**config.mk**
```make
export PLATFORM = sky130hd
export DESIGN_NAME = axi_s0_wr_initiator_flat
export DESIGN_NICKNAME = d
export VERILOG_FILES = /design/src/rtl/axi_s0_wr_initiator_if.sv /design/src/rtl/axi_s0_wr_initiator.sv /design/src/flat_wrapper.sv
export SDC_FILE = /design/constraint.sdc
export NUM_CORES = 1
export LEC_CHECK = 0
export ABC_CLOCK_PERIOD_IN_PS = 3700
export BUFFER_PORTS_ARGS = -buffer_cell sky130_fd_sc_hd__buf_2
export CORE_MARGIN = 1
export CORE_UTILIZATION = 49
export CTS_BUF_LIST = sky130_fd_sc_hd__clkbuf_4 sky130_fd_sc_hd__clkbuf_8
export DETAILED_ROUTE_END_ITERATION = 10
export PLACE_DENSITY = 0.89
export REMOVE_ABC_BUFFERS = 1
export SYNTH_ARGS = -nofsm -noshare
export SYNTH_HDL_FRONTEND = slang
export SYNTH_SLANG_ARGS = --single-unit
```
**constraint.sdc**
```tcl
create_clock -name ACLK -period 3.7 [get_ports ACLK]
set_input_delay 0.74 -clock ACLK [delete_from_list [all_inputs] [get_ports ACLK]]
set_output_delay 0.74 -clock ACLK [all_outputs]
set_load 0.01 [all_outputs]
```
**src/rtl/axi_s0_wr_initiator_if.sv**
```systemverilog
// AXI write-channel bundle (AW, W, B) between the slave-0 write initiator and the NOC slave port.
interface axi_s0_wr_initiator_if #(
    parameter int unsigned ADDR_W = 32,
    parameter int unsigned DATA_W = 32,
    parameter int unsigned ID_W   = 8
);
    logic [ID_W-1:0]     AWID;
    logic [ADDR_W-1:0]   AWADDR;
    logic [3:0]          AWLEN;
    logic [2:0]          AWSIZE;
    logic [1:0]          AWBURST;
    logic                AWVALID;
    logic                AWREADY;

    logic [DATA_W-1:0]   WDATA;
    logic [DATA_W/8-1:0] WSTRB;
    logic                WLAST;
    logic                WVALID;
    logic                WREADY;

    logic [ID_W-1:0]     BID;
    logic [1:0]          BRESP;
    logic                BVALID;
    logic                BREADY;

    modport master (
        output AWID, AWADDR, AWLEN, AWSIZE, AWBURST, AWVALID,
        input  AWREADY,
        output WDATA, WSTRB, WLAST, WVALID,
        input  WREADY,
        input  BID, BRESP, BVALID,
        output BREADY
    );

    modport slave (
        input  AWID, AWADDR, AWLEN, AWSIZE, AWBURST, AWVALID,
        output AWREADY,
        input  WDATA, WSTRB, WLAST, WVALID,
        output WREADY,
        output BID, BRESP, BVALID,
        input  BREADY
    );
endinterface

```
**src/rtl/axi_s0_wr_initiator.sv**
```systemverilog
// AXI write initiator for the slave-0 path: one burst at a time, AW then W beats then B,
// with response/ID checking and an optional B-channel timeout.
module axi_s0_wr_initiator #(
    parameter int unsigned ADDR_W  = 32,
    parameter int unsigned DATA_W  = 32,
    parameter int unsigned ID_W    = 8,
    parameter int unsigned TIMEOUT = 1023
) (
    input  logic                  ACLK,
    input  logic                  ASW_RESET,
    input  logic                  cmd_valid,
    output logic                  cmd_ready,
    input  logic [ADDR_W-1:0]     cmd_addr,
    input  logic [3:0]            cmd_len,
    input  logic [2:0]            cmd_size,
    input  logic [1:0]            cmd_burst,
    input  logic [ID_W-1:0]       cmd_id,
    input  logic                  wd_valid,
    output logic                  wd_ready,
    input  logic [DATA_W-1:0]     wd_data,
    input  logic [DATA_W/8-1:0]   wd_strb,
    axi_s0_wr_initiator_if.master m_axi,
    output logic                  done,
    output logic [1:0]            done_resp,
    output logic                  err
);

    localparam int unsigned TMO_W = (TIMEOUT > 1) ? $clog2(TIMEOUT + 1) : 1;
    localparam logic [TMO_W-1:0] TMO_LIM = TMO_W'(TIMEOUT);
    localparam logic [1:0] RESP_OKAY   = 2'b00;
    localparam logic [1:0] RESP_SLVERR = 2'b10;

    typedef enum logic [1:0] {
        ST_IDLE,
        ST_ADDR,
        ST_DATA,
        ST_RESP
    } state_e;

    state_e             state_q, state_d;
    logic [ID_W-1:0]    awid_q, awid_d;
    logic [ADDR_W-1:0]  awaddr_q, awaddr_d;
    logic [3:0]         awlen_q, awlen_d;
    logic [2:0]         awsize_q, awsize_d;
    logic [1:0]         awburst_q, awburst_d;
    logic [3:0]         beat_q, beat_d;
    logic [TMO_W-1:0]   tmo_q, tmo_d;
    logic               done_q, done_d;
    logic [1:0]         resp_q, resp_d;
    logic               err_q, err_d;

    logic               in_data;
    logic               last_beat;
    logic               beat_fire;

    assign in_data   = (state_q == ST_DATA);
    assign last_beat = (beat_q == awlen_q);
    assign beat_fire = in_data && wd_valid && m_axi.WREADY;

    // State and payload registers.
    always_ff @(posedge ACLK) begin
        if (ASW_RESET) begin
            state_q   <= ST_IDLE;
            awid_q    <= '0;
            awaddr_q  <= '0;
            awlen_q   <= '0;
            awsize_q  <= '0;
            awburst_q <= '0;
            beat_q    <= '0;
            tmo_q     <= '0;
            done_q    <= 1'b0;
            resp_q    <= RESP_OKAY;
            err_q     <= 1'b0;
        end else begin
            state_q   <= state_d;
            awid_q    <= awid_d;
            awaddr_q  <= awaddr_d;
            awlen_q   <= awlen_d;
            awsize_q  <= awsize_d;
            awburst_q <= awburst_d;
            beat_q    <= beat_d;
            tmo_q     <= tmo_d;
            done_q    <= done_d;
            resp_q    <= resp_d;
            err_q     <= err_d;
        end
    end

    // Next-state logic: AW, then W beats up to AWLEN, then wait for B or timeout.
    always_comb begin
        state_d   = state_q;
        awid_d    = awid_q;
        awaddr_d  = awaddr_q;
        awlen_d   = awlen_q;
        awsize_d  = awsize_q;
        awburst_d = awburst_q;
        beat_d    = beat_q;
        tmo_d     = tmo_q;
        done_d    = 1'b0;
        resp_d    = resp_q;
        err_d     = err_q;

        unique case (state_q)
            ST_IDLE: begin
                if (cmd_valid) begin
                    awid_d    = cmd_id;
                    awaddr_d  = cmd_addr;
                    awlen_d   = cmd_len;
                    awsize_d  = cmd_size;
                    awburst_d = cmd_burst;
                    beat_d    = '0;
                    tmo_d     = '0;
                    state_d   = ST_ADDR;
                end
            end
            ST_ADDR: begin
                if (m_axi.AWREADY) begin
                    state_d = ST_DATA;
                end
            end
            ST_DATA: begin
                if (beat_fire) begin
                    if (last_beat) begin
                        beat_d  = '0;
                        tmo_d   = '0;
                        state_d = ST_RESP;
                    end else begin
                        beat_d = beat_q + 4'd1;
                    end
                end
            end
            ST_RESP: begin
                // A response arriving on the expiry cycle takes priority over the timeout.
                if (m_axi.BVALID) begin
                    resp_d  = m_axi.BRESP;
                    err_d   = err_q || (m_axi.BRESP != RESP_OKAY) || (m_axi.BID != awid_q);
                    done_d  = 1'b1;
                    tmo_d   = '0;
                    state_d = ST_IDLE;
                end else begin
                    tmo_d = tmo_q + TMO_W'(1);
                    if ((TIMEOUT != 0) && (tmo_d == TMO_LIM)) begin
                        resp_d  = RESP_SLVERR;
                        err_d   = 1'b1;
                        done_d  = 1'b1;
                        tmo_d   = '0;
                        state_d = ST_IDLE;
                    end
                end
            end
            default: begin
                state_d = ST_IDLE;
            end
        endcase
    end

    assign cmd_ready      = (state_q == ST_IDLE);

    assign m_axi.AWID     = awid_q;
    assign m_axi.AWADDR   = awaddr_q;
    assign m_axi.AWLEN    = awlen_q;
    assign m_axi.AWSIZE   = awsize_q;
    assign m_axi.AWBURST  = awburst_q;
    assign m_axi.AWVALID  = (state_q == ST_ADDR);

    // W channel is a gated pass-through of the client beat stream.
    assign m_axi.WDATA    = wd_data;
    assign m_axi.WSTRB    = wd_strb;
    assign m_axi.WVALID   = in_data && wd_valid;
    assign m_axi.WLAST    = in_data && last_beat;
    assign wd_ready       = in_data && m_axi.WREADY;

    assign m_axi.BREADY   = (state_q == ST_RESP);

    assign done           = done_q;
    assign done_resp      = resp_q;
    assign err            = err_q;

endmodule

```
**src/flat_wrapper.sv**
```systemverilog
// flat-port wrapper written by rule: the top's interface ports become plain ports
module axi_s0_wr_initiator_flat 
#(
    parameter int unsigned ADDR_W  = 32,
    parameter int unsigned DATA_W  = 32,
    parameter int unsigned ID_W    = 8,
    parameter int unsigned TIMEOUT = 1023
)
  (ACLK, ASW_RESET, cmd_valid, cmd_ready, cmd_addr, cmd_len, cmd_size, cmd_burst, cmd_id, wd_valid, wd_ready, wd_data, wd_strb, done, done_resp, err, m_axi_AWID, m_axi_AWADDR, m_axi_AWLEN, m_axi_AWSIZE, m_axi_AWBURST, m_axi_AWVALID, m_axi_AWREADY, m_axi_WDATA, m_axi_WSTRB, m_axi_WLAST, m_axi_WVALID, m_axi_WREADY, m_axi_BID, m_axi_BRESP, m_axi_BVALID, m_axi_BREADY);
  axi_s0_wr_initiator_if #(.ADDR_W(ADDR_W), .DATA_W(DATA_W), .ID_W(ID_W)) m_axi_i ();
  input  logic ACLK;
  input  logic ASW_RESET;
  input  logic cmd_valid;
  output logic cmd_ready;
  input  logic [ADDR_W-1:0] cmd_addr;
  input  logic [3:0] cmd_len;
  input  logic [2:0] cmd_size;
  input  logic [1:0] cmd_burst;
  input  logic [ID_W-1:0] cmd_id;
  input  logic wd_valid;
  output logic wd_ready;
  input  logic [DATA_W-1:0] wd_data;
  input  logic [DATA_W/8-1:0] wd_strb;
  output logic done;
  output logic [1:0] done_resp;
  output logic err;
  output wire logic [$bits(m_axi_i.AWID)-1:0] m_axi_AWID;
  output wire logic [$bits(m_axi_i.AWADDR)-1:0] m_axi_AWADDR;
  output wire logic [$bits(m_axi_i.AWLEN)-1:0] m_axi_AWLEN;
  output wire logic [$bits(m_axi_i.AWSIZE)-1:0] m_axi_AWSIZE;
  output wire logic [$bits(m_axi_i.AWBURST)-1:0] m_axi_AWBURST;
  output wire logic [$bits(m_axi_i.AWVALID)-1:0] m_axi_AWVALID;
  input wire logic [$bits(m_axi_i.AWREADY)-1:0] m_axi_AWREADY;
  output wire logic [$bits(m_axi_i.WDATA)-1:0] m_axi_WDATA;
  output wire logic [$bits(m_axi_i.WSTRB)-1:0] m_axi_WSTRB;
  output wire logic [$bits(m_axi_i.WLAST)-1:0] m_axi_WLAST;
  output wire logic [$bits(m_axi_i.WVALID)-1:0] m_axi_WVALID;
  input wire logic [$bits(m_axi_i.WREADY)-1:0] m_axi_WREADY;
  input wire logic [$bits(m_axi_i.BID)-1:0] m_axi_BID;
  input wire logic [$bits(m_axi_i.BRESP)-1:0] m_axi_BRESP;
  input wire logic [$bits(m_axi_i.BVALID)-1:0] m_axi_BVALID;
  output wire logic [$bits(m_axi_i.BREADY)-1:0] m_axi_BREADY;
  assign m_axi_AWID = m_axi_i.AWID;
  assign m_axi_AWADDR = m_axi_i.AWADDR;
  assign m_axi_AWLEN = m_axi_i.AWLEN;
  assign m_axi_AWSIZE = m_axi_i.AWSIZE;
  assign m_axi_AWBURST = m_axi_i.AWBURST;
  assign m_axi_AWVALID = m_axi_i.AWVALID;
  assign m_axi_i.AWREADY = m_axi_AWREADY;
  assign m_axi_WDATA = m_axi_i.WDATA;
  assign m_axi_WSTRB = m_axi_i.WSTRB;
  assign m_axi_WLAST = m_axi_i.WLAST;
  assign m_axi_WVALID = m_axi_i.WVALID;
  assign m_axi_i.WREADY = m_axi_WREADY;
  assign m_axi_i.BID = m_axi_BID;
  assign m_axi_i.BRESP = m_axi_BRESP;
  assign m_axi_i.BVALID = m_axi_BVALID;
  assign m_axi_BREADY = m_axi_i.BREADY;
  axi_s0_wr_initiator #(.ADDR_W(ADDR_W), .DATA_W(DATA_W), .ID_W(ID_W), .TIMEOUT(TIMEOUT)) u_core (.ACLK(ACLK), .ASW_RESET(ASW_RESET), .cmd_valid(cmd_valid), .cmd_ready(cmd_ready), .cmd_addr(cmd_addr), .cmd_len(cmd_len), .cmd_size(cmd_size), .cmd_burst(cmd_burst), .cmd_id(cmd_id), .wd_valid(wd_valid), .wd_ready(wd_ready), .wd_data(wd_data), .wd_strb(wd_strb), .m_axi(m_axi_i), .done(done), .done_resp(done_resp), .err(err));
endmodule
```
# Word-level counts from Yosys, hierarchy flattened
# Cells that the tools add are included.
dict set report totals {
  in_bits 102
  ff_bits 69
  elab_cells 65
}
dict set report classes {
  eq_ne 11
  muxes 23
  n_reduce_logical 17
  n_bitwise 1
  add_sub_neg 2
}
# operator n
set op_table {}
lappend op_table {{two-way mux 10 bit} 5}
lappend op_table {{case mux 10 bit (3 select lines)} 1}
lappend op_table {{two-way mux 2 bit} 8}
lappend op_table {{two-way mux 4 bit} 3}
lappend op_table {{adder 10 x 1 -> 10 bit (second input constant)} 1}
lappend op_table {{== test 10 bit (second input constant)} 1}
lappend op_table {{inequality test 8 bit} 1}
lappend op_table {{case mux 2 bit (4 select lines)} 1}
lappend op_table {{case mux 4 bit (2 select lines)} 1}
lappend op_table {{inequality test 2 bit (second input constant)} 3}
lappend op_table {{nonzero test 2 bit} 3}
lappend op_table {{AND reduction 5 bit} 1}
lappend op_table {{adder 4 x 1 -> 4 bit (second input constant)} 1}
lappend op_table {{== test 2 bit (second input constant)} 2}
lappend op_table {{== test 4 bit} 1}
lappend op_table {{logical AND 1 bit} 4}
lappend op_table {{two-way mux 1 bit} 4}
lappend op_table {{AND reduction 2 bit} 2}
lappend op_table {{AND reduction 4 bit} 1}
lappend op_table {{inequality test 3 x 2 -> 1 bit (second input constant)} 1}
lappend op_table {{AND reduction 3 bit} 1}
lappend op_table {{nonzero test 3 bit} 1}
lappend op_table {{== test 2 x 1 -> 1 bit (second input constant)} 1}
lappend op_table {{logical NOT 2 bit} 1}
lappend op_table {{other kinds (4)} 5}

# Depth between registers and ports, before layout
# Gate-level depths: netlist of run 1.
dict set report depth {
  depth_word 5
  ltp_mapped 8
  ltp_nobuf 8
}

# Worst setup path after synthesis of run 1
# OpenSTA, ideal clock, no wires.
dict set report synth_path {
  path_type {register -> register}
  start {register u_core.tmo_q[1]}
  end {register u_core.err_q (netlist: u_core.err)}
  path_buffers 0
  slack_ps 1602
  path_stages_with_launch 8
  t_arrival_ps 1974
  required_time_ps 3577
  cell_sequence {dfxtp_1 ha_1 nand3_1 nand2b_1 a221oi_4 a31oi_1 nor2b_1 mux2_1}
}
dict set report synth_via {
  elab_chain_cells 4
}
# element line
set synth_rtl {}
lappend synth_rtl {{from (decl)} axi_s0_wr_initiator.sv:47} ;# logic [TMO_W-1:0] tmo_q, tmo_d;
lappend synth_rtl {{from (signal assigned)} axi_s0_wr_initiator.sv:82} ;# tmo_q <= tmo_d;
lappend synth_rtl {{adder 10 x 1 -> 10 bit} axi_s0_wr_initiator.sv:141} ;# tmo_d = tmo_q + TMO_W'(1);
lappend synth_rtl {{== test 10 bit} axi_s0_wr_initiator.sv:142} ;# if ((TIMEOUT != 0) && (tmo_d == TMO_LIM)) begin
lappend synth_rtl {{nonzero test 2 bit (no line)} -}
lappend synth_rtl {{AND reduction 2 bit (no line)} -}
lappend synth_rtl {{to (signal assigned)} axi_s0_wr_initiator.sv:85} ;# err_q <= err_d;
lappend synth_rtl {{to (decl)} axi_s0_wr_initiator.sv:50} ;# logic err_q, err_d;
# No other way between the ends.
# A chain may end at the register's enable or synchronous reset.

# Final worst setup path of run 1
dict set report layout_path {
  start {register u_core.tmo_q[0]}
  end {register u_core.tmo_q[9]}
}
dict set report layout_via {
  elab_chain_cells 5
}
# element line
set layout_rtl {}
lappend layout_rtl {{adder 10 x 1 -> 10 bit *} axi_s0_wr_initiator.sv:141}
lappend layout_rtl {{== test 10 bit} axi_s0_wr_initiator.sv:142}
lappend layout_rtl {{two-way mux 10 bit *} axi_s0_wr_initiator.sv:142}
lappend layout_rtl {{two-way mux 10 bit *} axi_s0_wr_initiator.sv:134} ;# if (m_axi.BVALID) begin
lappend layout_rtl {{case mux 10 bit (3 select lines) *} axi_s0_wr_initiator.sv:103} ;# unique case (state_q)
# Every way passes the cells marked *; elsewhere a longest branch is shown, timed or not.

==> out/results.txt, run 1 <==
Outcome: finished with violations
Failing checks: design-rule violations
DR vias: 3080
Vias per Instance: 5.247
Clock transition at the registers of the reported paths: 0.08 ns
Max Clock Skew: 0.008113 ns
Bufs on Longest Clock Path: 2
Mux contribution to synthesized area: 0.9398%
Synth area leaders: dfxtp_1 (42%), nand2_1 (14%), a21oi_1 (9.8%)
Count of cell types in the netlist: 46
Fin crit share: 66.20%
Synth Cell Area: 3328 µm²
Top-area cell type share of the netlist area: 41.50%
Gate Count Post-Synth: 422
First-pass DRT Iterations: 7
Clk sinks: 69
Detailed placer's ending HPWL: 7088 µm
Total number of placement rows: 29
Vias in the first global route: 3035
CTS resizes: 0
Crit-path max FO: 7
Ys async rst share: 0%
YS warnings: 0
Largest family of logic cells by synthesized area: simple AND/OR/NAND/NOR gates
Die height: 84.42 µm
IO Pins: 197
Gpl congestion: 0.8458
DRT iter0 DRCs: 201
Xor/xnor share of the synthesized area: 3.421%
R2R depth: 7
Critical R2R Launch: u_core.tmo_q[0]$_SDFFE_PP0P_
CTS tree: done
Most frequent cells after synthesis: nand2_1 (121), dfxtp_1 (69), a21oi_1 (65), buf_4 (36), clkbuf_1 (15)
Hold_sp: u_core.m_axi.AWADDR[10]$_SDFFE_PP0P_
Most common cell in the netlist: nand2_1
Type of the worst setup path: reg -> reg
Register area share after synthesis: 41.50%
Die Area: 7126 µm²
Final hold vios: 0
Peak supply drop: 0.3664 mV
# Post-CTS Setup Buffers: 0
Hold WC Path Type: reg -> reg
WHS Endpoint: u_core.m_axi.AWADDR[10]$_SDFFE_PP0P_
P_leak: 1.777 nW
Skew-Pair Late Insertion Delay: 0.34 ns
R2r setup slk: 1.25 ns
Largest net degree at the start of global routing: 50
First-pass GRT wire length: 14320 µm
Total CTS buffers: 9
Startpoint Class: register
Post-route DRC: 4
Crit. End Element: register
Crit path time final: 2.449 ns
Worst-Margin Slew: 0.8746 ns
Yosys reg bits: 69
Total track usage: 26.18%
CP Data Arrival Time: 2.68 ns
Hold Buf Count CTS: 0
Setup TNS Final: 0 ns
Routed len/inst: 15.75 µm
Initial antenna violation count: 0
Starting Density: 51.53%
Most used DFF post-synth: dfxtp_1
PnR worst setup slack: 1.251 ns
RSZ-0062 raised after global routing: false
Top cell type by total area after synthesis: dfxtp_1
Area growth, synth to finish: 18.23%
Simple-gate portion of the synthesized area: 23.20%
Endpoint of the worst register-to-register path: u_core.tmo_q[9]$_SDFFE_PP0P_
# diodes: 0
Setup Viol. Count Final: 0
# fillers: 557
Core area: 6459 µm²
Power per Cell Area: 553.9 nW/µm²
Die X: 84.42 µm
Synth Area in Compound Gates: 16.54%
ANT nets after route: 0
Final nets: 615
Maximum clock rate: 408.3 MHz
Detailed Route WL: 9247 µm
Htree depth: 3
Post-Place Worst Slack: 1.309 ns
Final slew viol count: 0
Hold depth: 2
Slew HR: 41.55%
WP data required: 3.93 ns
Synth Area in Adders: 3.008%
IO buf count: 124
Post-synth EDFFs: 0
GRT overflow: 0
Layout cells sized above 1: 30.00%
Total of max-cap violations: 0
Root Driver: clkbuf_8
Syn avg cell area: 7.887 µm²
==> power breakdown <==
part	internal [mW]	leakage, nW	total, mW	switching [mW]
Clock	0.313	0.0918	0.614	0.301
Combinational	0.255	1.12	0.645	0.390
Sequential	0.852	0.563	0.920	0.0686
==> per-stage QoR <==
step | instance area [µm²] | util (%) | instances | power (mW) | hold WS, ns
3_3_place_gp | 3736 | 57.85 | 571 | 1.557 | 0.4390
3_5_place_dp | 3736 | 57.85 | 571 | 1.583 | 0.4433
2_1_floorplan | 2990 | - | 368 | 1.317 | 0.4411
4_1_cts | 3935 | 60.93 | 587 | 2.196 | 0.4550
5_1_grt | 3935 | 60.93 | 587 | 2.313 | 0.4716
6_report | 3935 | 60.93 | 587 | 2.180 | 0.4539
==> cell type report <==
type                    count  area [µm²]  area share (%)
multi-input cells         288        1569           39.87
clock inverters             7       75.07           1.908
repair buffers            126       648.1           16.47
clock buffers               9       123.9           3.148
flip-flops and latches     69        1381           35.10
well taps                  77       96.34           2.448
inverters                  11       41.29           1.049
==> sequential cells by signal, indices dropped and copies added, names as in the netlist <==
signal,flops
u_core.m_axi.AWLEN,4
u_core.beat_q,4
u_core.err,1
u_core.state_q,2
u_core.done_resp,2
u_core.tmo_q,10
u_core.m_axi.AWADDR,32
u_core.m_axi.AWBURST,2
u_core.done,1
u_core.m_axi.AWSIZE,3
u_core.m_axi.AWID,8
==> placed cells by master (no fill, tap or decap), drive strengths merged, types with 3 or more instances in the layout <==
cell	count
buf	126
nand2	121
dfxtp	69
a21oi	65
nor2	14
inv	12
clkbuf	9
ha	8
xor2	7
xnor2	6
and2	6
nand3	6
nor2b	5
o22ai	5
o21ai	5
nand2b	4
o41ai	3
clkinvlp	3
a31oi	3
or3	3
==> critical path, cell delays in order, from the launching register on <==
cell and delay, ns:
dfxtp_1 0.36, ha_1 0.28, and4b_1 0.20, mux2i_1 0.12
o22ai_1 0.17, a311oi_2 0.57, nand2_1 0.28, o41ai_1 0.36
==> cell families after synthesis <==
kind of cell    Yosys count
flops                    69
fa+ha+maj                 8
buf+inv                  65
simple gates            174
mux                       3
compound gates           90
xor+xnor                 13
==> metal layers <==
| layer | part of all wire [%] | track usage, % | wire length [µm] |
|---|---|---|---|
| met1 | 39 | 27.73 | 3603 |
| met2 | 45 | 41.51 | 4122 |
| met3 | 15 | 16.72 | 1404 |
| met4 | 1.3 | 9.707 | 116 |
| met5 | 0 | 6.993 | 0 |
==> worst max-delay path by stage <==
stage / slack [ns] / to / start
final: 1.25 / u_core.tmo_q[9]$_SDFFE_PP0P_ / u_core.tmo_q[0]$_SDFFE_PP0P_
after detailed placement: 1.31 / u_core.tmo_q[9]$_SDFFE_PP0P_ / u_core.tmo_q[0]$_SDFFE_PP0P_
after global routing: 1.08 / u_core.tmo_q[9]$_SDFFE_PP0P_ / u_core.tmo_q[1]$_SDFFE_PP0P_
after global placement: 1.48 / u_core.err$_SDFFE_PP0P_ / u_core.tmo_q[1]$_SDFFE_PP0P_
after CTS: 1.26 / u_core.tmo_q[9]$_SDFFE_PP0P_ / u_core.tmo_q[0]$_SDFFE_PP0P_
after floorplan: 1.60 / u_core.err$_SDFFE_PP0P_ / u_core.tmo_q[1]$_SDFFE_PP0P_
Power figures use the tool's default switching activity.
==> run 2, diff against run 1 <==
Settings changed: ABC_AREA set to 1, ABC_CLOCK_PERIOD_IN_PS 3700 to 2100, CORE_UTILIZATION 49 to 41, PLACE_DENSITY 0.89 to 0.78.
Clock period 3.7 ns to 2.1 ns, I/O delays scaled along.
==> run 2 against run 1 <==
  * First-iteration DRC count decreased by 35%
  * Cell count grew 15%
  * Critical path type unchanged
  * Synthesized area increased by 4.4%
  * The run now ends clean
  * Utilization is 11 points lower
  * Critical endpoint is now u_core.done_resp[0]$_SDFFE_PP0P_
  * Combinational power up 140%
  * Largest cell class unchanged
  * Total power rose by 110%
==> out/results.txt, run 2 <==
Dpl cells: 662 (+16%)
IO Pins: 197 (unchanged)
Maximum clock rate: 531.9 MHz (+30%)
Layout cells sized above 1: 28.15% (-1.9 points)
GRT overflow: 0 (unchanged)
Fin crit share: 89.53% (+23 points)
# fillers: 792 (+42%)
CP startpoint: u_core.tmo_q[0]$_SDFFE_PP0P_
CP peak stage delay: 0.39 ns (-0.18 ns)
Detailed placer's ending HPWL: 7380 µm (+4.1%)
Type of the worst setup path: reg -> reg
Xor/xnor share of the synthesized area: 2.269% (-1.2 points)
Commonest non-fill, non-tap cells in the layout: buf_2 (124), nor2_1 (120), dfxtp_1 (69)
Gpl congestion: 0.8615 (+1.9%)
Gate Count Post-Synth: 486 (+15%)
Post-Place Worst Slack: 0.1291 ns (-1.180 ns)
Crit. End Element: register
Skew-Pair Late Insertion Delay: 0.33 ns (about the same)
Most used DFF post-synth: dfxtp_1
CTS tree: done
Routed len/inst: 14.10 µm (-10%)
Clock transition at the registers of the reported paths: 0.08 ns (about the same)
Commonest non-fill, non-tap cell in the layout: buf_2
Total power: 4.557 mW (+110%)
R2r setup slk: 0.22 ns (-1.03 ns)
Max Clock Skew: 0.01239 ns (+0.004274 ns)
DRT iter0 DRCs: 130 (-35%)
Peak supply drop: 0.6393 mV (+74%)
Vias in the first global route: 3139 (+3.4%)
PnR worst setup slack: 0.2199 ns (-1.031 ns)
Post-synth EDFFs: 0 (unchanged)
Crit path time final: 1.880 ns (-0.5691 ns)
Crit-path cells: ha_2 -> inv_1 -> nand2_1 -> nand2_1 -> nor2_1 -> nand3_1 -> nor2_2 -> nand3_4 -> nand2_1 -> nand2_1 -> nand2_1 -> a21oi_1
Vias per Instance: 4.938 (-5.9%)
Total CTS buffers: 9 (unchanged)
Worst-Margin Slew: 0.7498 ns (-0.1248 ns)
Yosys reg bits: 69 (unchanged)
Synth Area in Adders: 2.881% (-0.13 points)
Post-route DRC: 0 (-4)
Bufs on Longest Clock Path: 2 (unchanged)
YS warnings: 0 (unchanged)
Root Driver: clkbuf_8
Starting Density: 42.29% (-9.2 points)
Synth Area in Compound Gates: 12.24% (-4.3 points)
Largest net degree at the start of global routing: 54 (+8.0%)
CP endpoint: u_core.done_resp[0]$_SDFFE_PP0P_
FF/Latch Area: 1381 µm² (unchanged)
WP data required: 2.31 ns (-1.62 ns)
Die X: 94.06 µm (+11%)
Initial antenna violation count: 0 (unchanged)
Final hold vios: 0 (unchanged)
DR vias: 3343 (+8.5%)
Mux contribution to synthesized area: 0% (-0.94 points)
Final slew viol count: 0 (unchanged)
CP Data Arrival Time: 2.09 ns (-0.59 ns)
Synth area leaders: dfxtp_1 (40%), nor2_1 (13%), buf_4 (7.8%)
Area growth, synth to finish: 18.94%
Hold WC Path Type: in -> reg
Top cell family by delay on the critical path: simple AND/OR/NAND/NOR gates
Simple-gate portion of the synthesized area: 28.05% (+4.9 points)
Top-area cell type share of the netlist area: 39.76% (-1.7 points)
Setup Viol. Count Final: 0 (unchanged)
Ys async rst share: 0% (unchanged)
Clk sinks: 69 (unchanged)
First-pass GRT wire length: 14650 µm (+2.3%)
Detailed Route WL: 9547 µm (+3.2%)
Die height: 94.06 µm (+11%)
Fin cells: 677 (+15%)
Number of flip-flops in the largest register: 32 (unchanged)
Total of max-cap violations: 0 (unchanged)
Total number of placement rows: 33 (+14%)
Hold Buf Count CTS: 0 (unchanged)
Htree depth: 3 (unchanged)
IO buf count: 124 (unchanged)
Top cell type by total area after synthesis: dfxtp_1
Synth Cell Area: 3475 µm² (+4.4%)
Largest family of logic cells by synthesized area: simple AND/OR/NAND/NOR gates
Startpoint Class: register
RSZ-0062 raised after global routing: false
Core area: 8217 µm² (+27%)
Most common cell in the netlist: nor2_1
Outcome: finished clean
Most frequent cells after synthesis: nor2_1 (120), dfxtp_1 (69), nand2_1 (60), o21ai_0 (54), buf_4 (36)
CTS resizes: 0 (unchanged)
ANT nets after route: 0 (unchanged)
Total track usage: 21.90% (-4.3 points)
Slew HR: 49.94% (+8.4 points)
Count of cell types in the netlist: 31 (-33%)
Slowest-stage cell, CP: dfxtp_1
Syn avg cell area: 7.149 µm² (-9.3%)
WP buf/inv: 1 (+1)
CP Depth: 12 (+5)
Die Area: 8846 µm² (+24%)
Crit-path max FO: 11 (+4)
Hold depth: 3 (+1)
Footprint of the multi-input gates: 1589 µm² (+1.3%)
Power per Cell Area: 1103 nW/µm² (+99%)
# diodes: 0 (unchanged)
Register area share after synthesis: 39.76% (-1.7 points)
Critical R2R Launch: u_core.tmo_q[0]$_SDFFE_PP0P_
Top cell by count, worst path: nand2_1
First-pass DRT Iterations: 4 (-3)
# Post-CTS Setup Buffers: 0 (unchanged)
Endpoint of the worst register-to-register path: u_core.done_resp[0]$_SDFFE_PP0P_
Final nets: 678 (+10%)
R2R depth: 12 (+5)
P_leak: 2.030 nW (+14%)
==> run 2: cell types whose count changed in the layout (fill, tap and decap cells not counted), sizes merged, moves of 5 or more <==
| cell | previous run | this run |
|---|---|---|
| and2 | 6 | 0 |
| nand4 | 2 | 13 |
| nor2 | 14 | 126 |
| a21oi | 65 | 23 |
| o21ai | 5 | 54 |
| nand3 | 6 | 17 |
| nor2b | 5 | 0 |
| nand2 | 121 | 64 |
| inv | 12 | 38 |
==> run 2: logic make-up after synthesis <==
| kind of cell | count (synthesis) |
|---|---|
| adders and majority gates | 8 |
| and+or+nand+nor | 222 |
| buffers and inverters | 96 |
| xor gates and xnor gates | 9 |
| AOI/OAI and AO/OA | 82 |
| DFF | 69 |
==> run 2: layout make-up <==
cell class	count	area share [%]
clock buffer	11	3.512
tap	105	3.179
inverter	38	3.451
clock inverter	4	1.756
sequential	69	33.42
multi-input combinational	321	38.45
timing repair buffer	129	16.23
==> run 2: worst min-delay path by stage <==
stage                                                start  slack, ns                                   end
after floorplan              u_core.beat_q[3]$_SDFFE_PP0P_       0.45         u_core.beat_q[3]$_SDFFE_PP0P_
after global placement    u_core.done_resp[1]$_SDFFE_PP0P_       0.44      u_core.done_resp[1]$_SDFFE_PP0P_
after detailed placement  u_core.done_resp[1]$_SDFFE_PP0P_       0.45      u_core.done_resp[1]$_SDFFE_PP0P_
after CTS                                     cmd_addr[19]       0.32  u_core.m_axi.AWADDR[19]$_SDFFE_PP0P_
after global routing                           cmd_size[1]       0.34   u_core.m_axi.AWSIZE[1]$_SDFFE_PP0P_
final                                          cmd_size[0]       0.34   u_core.m_axi.AWSIZE[0]$_SDFFE_PP0P_
==> run 2: metal layers <==
layer  part of all wire [%]  vias to the layer above  track usage [%]
li1                       -                     1676                -
met1                     42                     1484            26.37
met2                     41                      169            30.29
met3                     15                       12            14.81
met4                    1.2                        2            6.923
met5                   0.42                        -            7.051
==> run 2: where the power goes <==
part           total, mW  internal (mW)  switching, mW
Sequential          1.80           1.62          0.187
Clock               1.18          0.706          0.474
Combinational       1.57          0.606          0.967
==> run 2: metrics by stage <==
| step | utilization (%) | instance area (µm²) | TNS [ns] | hold WS, ns |
|---|---|---|---|---|
| 2_1_floorplan | - | 3103 | -3.825 | 0.4498 |
| 3_3_place_gp | 47.53 | 3905 | 0 | 0.4367 |
| 3_5_place_dp | 47.53 | 3905 | 0 | 0.4520 |
| 4_1_cts | 50.18 | 4123 | 0 | 0.3185 |
| 5_1_grt | 50.30 | 4133 | 0 | 0.3376 |
| 6_report | 50.30 | 4133 | 0 | 0.3363 |
==> run 2: worst register-to-register path: stages (launching register included) <==
cell     delay [ns]
dfxtp_1        0.39
ha_2           0.26
inv_1          0.06
nand2_1        0.06
nand2_1        0.07
nor2_1         0.11
nand3_1        0.12
nor2_2         0.17
nand3_4        0.16
nand2_1        0.14
nand2_1        0.09
nand2_1        0.08
a21oi_1        0.06
